--- src/rtl/seg_value_driver.sv ---
// Binary-to-display driver for a bank of seven-segment decoders: hex pass-through or
// sequential double-dabble to BCD, with leading-zero blanking and overflow indication.
module seg_value_driver #(
  parameter int DIGITS = 8,
  parameter int BIN_W  = 27
) (
  input  logic                  clk,
  input  logic                  rst_n,
  input  logic                  in_valid,
  output logic                  in_ready,
  input  logic [BIN_W-1:0]      in_value,
  input  logic                  in_hex,
  input  logic                  disp_en,
  output logic [4*DIGITS-1:0]   digit_o,
  output logic [DIGITS-1:0]     en_o,
  output logic                  ovf,
  output logic                  busy,
  output logic                  done
);

  localparam int DW    = 4 * DIGITS;
  localparam int SW    = DW + BIN_W;
  localparam int CNT_W = (BIN_W > 1) ? $clog2(BIN_W) : 1;
  localparam logic [CNT_W-1:0] LAST = CNT_W'(BIN_W - 1);

  localparam logic [0:0] S_IDLE = 1'b0;
  localparam logic [0:0] S_CONV = 1'b1;

  function automatic logic [63:0] pow10_m1(input int n);
    logic [63:0] p;
    p = 64'd1;
    for (int i = 0; i < n; i++) p = p * 64'd10;
    return p - 64'd1;
  endfunction

  localparam logic [63:0] DEC_MAX = pow10_m1(DIGITS);

  // One double-dabble iteration over the combined {BCD, binary} shift register.
  function automatic logic [SW-1:0] dd_step(input logic [SW-1:0] v);
    logic [SW-1:0] a;
    a = v;
    for (int i = 0; i < DIGITS; i++) begin
      if (a[BIN_W+4*i +: 4] >= 4'd5) a[BIN_W+4*i +: 4] = a[BIN_W+4*i +: 4] + 4'd3;
    end
    return a << 1;
  endfunction

  // Enable every digit up to the most significant nonzero one; digit 0 always shows.
  function automatic logic [DIGITS-1:0] lead_en(input logic [DW-1:0] d);
    logic [DIGITS-1:0] e;
    logic              seen;
    seen = 1'b0;
    for (int i = DIGITS - 1; i >= 0; i--) begin
      seen = seen | (d[4*i +: 4] != 4'd0);
      e[i] = seen;
    end
    e[0] = 1'b1;
    return e;
  endfunction

  logic [0:0]        state;
  logic [CNT_W-1:0]  cnt;
  logic [DIGITS-1:0] raw_en;
  logic [SW-1:0]     dd;
  logic [SW-1:0]     dd_nxt;
  logic [DW-1:0]     bcd_fin;
  logic [63:0]       val_ext;
  logic [DW-1:0]     hex_dig;
  logic              hex_ovf;
  logic              dec_ovf;
  logic              accept;

  assign in_ready = (state == S_IDLE);
  assign busy     = (state == S_CONV);
  assign accept   = in_valid && in_ready;
  assign en_o     = raw_en & {DIGITS{disp_en}};

  assign val_ext  = 64'(in_value);
  assign hex_dig  = val_ext[DW-1:0];
  assign hex_ovf  = |(val_ext >> DW);
  assign dec_ovf  = (val_ext > DEC_MAX);

  assign dd_nxt   = dd_step(dd);
  assign bcd_fin  = dd_nxt[SW-1 -: DW];

  // Control and committed display registers.
  always_ff @(posedge clk or negedge rst_n) begin
    if (!rst_n) begin
      state   <= S_IDLE;
      cnt     <= '0;
      digit_o <= '0;
      raw_en  <= '0;
      ovf     <= 1'b0;
      done    <= 1'b0;
    end else begin
      done <= 1'b0;
      if (state == S_IDLE) begin
        if (accept) begin
          if (in_hex) begin
            digit_o <= hex_dig;
            raw_en  <= hex_ovf ? '1 : lead_en(hex_dig);
            ovf     <= hex_ovf;
            done    <= 1'b1;
          end else if (dec_ovf) begin
            digit_o <= {DIGITS{4'hE}};
            raw_en  <= '1;
            ovf     <= 1'b1;
            done    <= 1'b1;
          end else begin
            state <= S_CONV;
            cnt   <= '0;
          end
        end
      end else begin
        if (cnt == LAST) begin
          state   <= S_IDLE;
          digit_o <= bcd_fin;
          raw_en  <= lead_en(bcd_fin);
          ovf     <= 1'b0;
          done    <= 1'b1;
        end else begin
          cnt <= cnt + 1'b1;
        end
      end
    end
  end

  // Conversion datapath; only meaningful while in CONV, so it carries no reset.
  always_ff @(posedge clk) begin
    if (accept) begin
      dd <= {{DW{1'b0}}, in_value};
    end else if (busy) begin
      dd <= dd_nxt;
    end
  end

endmodule

--- config.mk ---
export PLATFORM = sky130hd
export DESIGN_NAME = seg_value_driver
export DESIGN_NICKNAME = d
export VERILOG_FILES = /design/src/rtl/seg_value_driver.sv
export SDC_FILE = /design/constraint.sdc
export NUM_CORES = 1
export LEC_CHECK = 0
export CAP_MARGIN = 20
export CORE_ASPECT_RATIO = 1.1
export CORE_MARGIN = 1.5
export CORE_UTILIZATION = 59
export DETAILED_ROUTE_END_ITERATION = 8
export PLACE_DENSITY = 0.85
export SYNTH_ARGS = -nofsm -noshare
export SYNTH_HDL_FRONTEND = slang
export SYNTH_SLANG_ARGS = --single-unit
--- constraint.sdc ---
create_clock -name clk -period 3.8 [get_ports clk]
set_input_delay 1.14 -clock clk [delete_from_list [all_inputs] [get_ports clk]]
set_output_delay 1.14 -clock clk [all_outputs]
set_load 0.01 [all_outputs]
==> impl_results.md <==
- Status: completed
- Worst slew margin: 53.4%
- Antenna cells: 0
- Fill count: 689
- Hold/Removal Path Class: reg -> reg
- Clock Sinks: 107
- R2R Path Start: dd[51]
- Post-synthesis mux area share: 0.756%
- Crit path largest cell delay: 0.60 ns
- Nets: 754
- Yosys warns: 0
- Main combinational cell family by area after synthesis: simple AND/OR/NAND/NOR gates
- Final setup viols: 0
- CP top delay family: buffers and inverters
- Hold buffer count at cts: 0
- Total CTS buffers: 9
- Worst setup startpoint: disp_en
- Seq/Total Area, Yosys: 48.6%
- FF+latch area: 0.00265 mm2
- Global Route Usage Sum: 30.3%
- Ranking of synthesized cells by area: dfrtp_1 (22%), edfxtp_1 (15%), nand2_1 (12%)
- Synth-to-layout area growth: 20.5%
- Worst path depth: 3
- Fraction of layout cells with a size suffix above 1: 5.92%
- Max stage delay cell, worst path: clkdlybuf4s50_1
- Floorplan Core Area: 0.00892 mm2
- Global route overflow: 0
- Setup CP Type: in -> out
- Number of synthesized flops with an enable pin: 27
- Simple-Gate Fraction of Synth Area: 23.6%
- Critical path required time: 2.66 ns
- Synth Instances: 627
- Final Cycle Share: 94.9%
- Syn Nets: 677
- Drt initial violations: 373
- FF-to-FF End: raw_en[1]
- R2R setup slack: 1.25 ns
- Post_cts resized: 0
- Most used cell, CP: clkdlybuf4s50_1
- Final HPWL DP: 10.2 mm
- H-tree depth: 3
- Hold Fails Final Rpt: 0
- Avg Inst Size Synth: 8.71 um2
- # IOs: 76
- DR vias/cell: 5.98
- Buf/Inv on CP: 2
- Initial Util: 61.2%
- Total Wirelength: 13.9 mm
- Final Slew Violations: 0
- XOR/XNOR Fraction of Synth Area: 1.76%
- Clk Latency, worst-skew pair: 0.38 ns
- Tmin final: 3.61 ns
- Compound-cell area share of the yosys netlist: 17.4%
- Final setup TNS: 0 ns
- Maximum Capacitance Violations: 0
- Area taken by multi-input logic gates: 0.00260 mm2
- DP Worst Slack: 0.195 ns
- Setup crit end: en_o[1]
- Worst Skew: 0.0112 ns
- Predominant post-synthesis flop cell: dfrtp_1
- Startpoint types: input pin
- Synth Area in Adders: 4.13%
- Largest net degree at the start of global routing: 49
- Most common cell in the netlist: nand2_1
- First-pass GRT wire length: 23.0 mm
- Initial antenna violation count: 0
- Die Y: 104 um
- Setup Buffers After CTS: 0
- Top-area cell type share of the netlist area: 22.0%
- RePlAce Congestion: 0.875
- Post-synth top area cell: dfrtp_1
- Critical path data arrival time: 2.47 ns
- CTS tree: done
- DIE AREA: 0.00984 mm2
- Power density over the cells: 822 mW/mm2
- I/O Buffers: 75
- Via Count: 4,919
- Final WS setup: 0.193 ns
- Root Buffer Master: clkbuf_8
- Routed wire length per instance: 16.9 um
- Synth Register Bits: 107
- Peak supply drop: 499 uV
- Leakage: 2.80 nW
- # DRC: 0
- Post-synth top cells: nand2_1 (176), o21ai_0 (60), dfrtp_1 (48), dfxtp_1 (32), nor2_1 (32)
- Distinct cells, synth: 54
- RSZ-0062 raised after global routing: false
- Max Root-Sink Buffers: 2
- Std-Cell Rows: 36
- FMAX: 277 MHz
- DRT Pass-1 Iters: 5
- Slew at the pin with the worst max-slew slack: 0.698 ns
- Die X: 94.7 um
- Clk slew on worst S/H paths: 0.10 ns
- Post-Syn Area: 0.00546 mm2
- Vias in the first global route: 4,792
- R2R depth: 9
- Asr flop ratio synth: 44.9%
- Antenna Violating Nets Remaining: 0
- Layout Utilization: 73.8%
- Setup crit end kind: primary output
- CP Max Fanout: 8
- Crit path cell chain: clkdlybuf4s50_1, and2_1, clkdlybuf4s50_1
[area by class of cell]
type	instances	share of cell area [%]
multi-input cells	469	39.6
inverters	24	1.37
clock inverters	7	1.14
repair buffers	93	13.6
flip-flops and latches	107	40.3
well taps	114	2.17
clock buffers	9	1.88
[stage by stage]
stage          hold WS (ns)  std cells  area, um2  power (mW)
3_3_place_gp          0.444        806       6360        4.56
3_5_place_dp          0.449        806       6360        4.69
5_1_grt               0.518        823       6580        5.84
6_report              0.477        823       6580        5.41
4_1_cts               0.473        822       6560        5.41
2_1_floorplan         0.426        627       5460        3.69
[flip-flops by register name (all words and copies together), names as in the netlist]
signal and count:
digit_o 32, ovf 1, dd 59, busy 1, raw_en 8, cnt 5
done 1
[how the worst min path moves through the flow]
| stage | from | end | depth (start not counted) |
|---|---|---|---|
| 2_1_floorplan | raw_en[0] | raw_en[0] | 1 |
| 3_3_place_gp | raw_en[0] | raw_en[0] | 1 |
| 3_5_place_dp | raw_en[0] | raw_en[0] | 1 |
| 4_1_cts | raw_en[0] | raw_en[0] | 1 |
| 5_1_grt | raw_en[5] | raw_en[5] | 2 |
| 6_report | raw_en[0] | raw_en[0] | 1 |
[layout by cell type, fill, tap and decap left out, types with 2 or more instances in the layout]
master,instances
and3_1,3
nor3_1,8
a21boi_0,2
buf_4,17
nand4_1,6
o22ai_1,15
nor3b_1,5
nand3_1,5
a21oi_1,21
clkbuf_8,9
nor4_1,6
mux2i_1,3
nand2b_1,15
dfrtp_1,48
nand3b_1,3
nor2_1,32
and2_1,14
nor2b_1,3
clkdlybuf4s50_1,74
edfxtp_1,27
or2_2,2
o211ai_1,2
a2bb2oi_1,5
o21ai_0,60
a21o_1,9
nand2_1,176
xnor2_1,11
o31ai_1,16
ha_1,18
a22o_1,3
inv_1,23
nand4b_1,3
dfxtp_1,32
a211oi_1,4
or4_1,2
[cells by family after synthesis]
group,count (synthesis)
adders and majority gates,18
buffers and inverters,51
muxes,4
DFF,107
xor gates and xnor gates,11
and+or+nand+nor,287
AOI/OAI and AO/OA,149
[routing by layer]
layer	vias to the layer above	routed length [um]	GRT usage, %
li1	2333	-	-
met1	2310	5540	38.6
met2	233	6860	49.4
met3	43	952	5.92
met4	0	523	13.6
met5	-	0	0
[power breakdown]
| group | leakage [nW] | internal [mW] | switching, mW |
|---|---|---|---|
| clock network | 0.0953 | 0.309 | 0.403 |
| registers | 1.14 | 1.75 | 0.380 |
| logic | 1.57 | 1.16 | 1.41 |
| total | 2.80 | 3.21 | 2.20 |
Note: power is estimated with default switching activity, not from simulation.
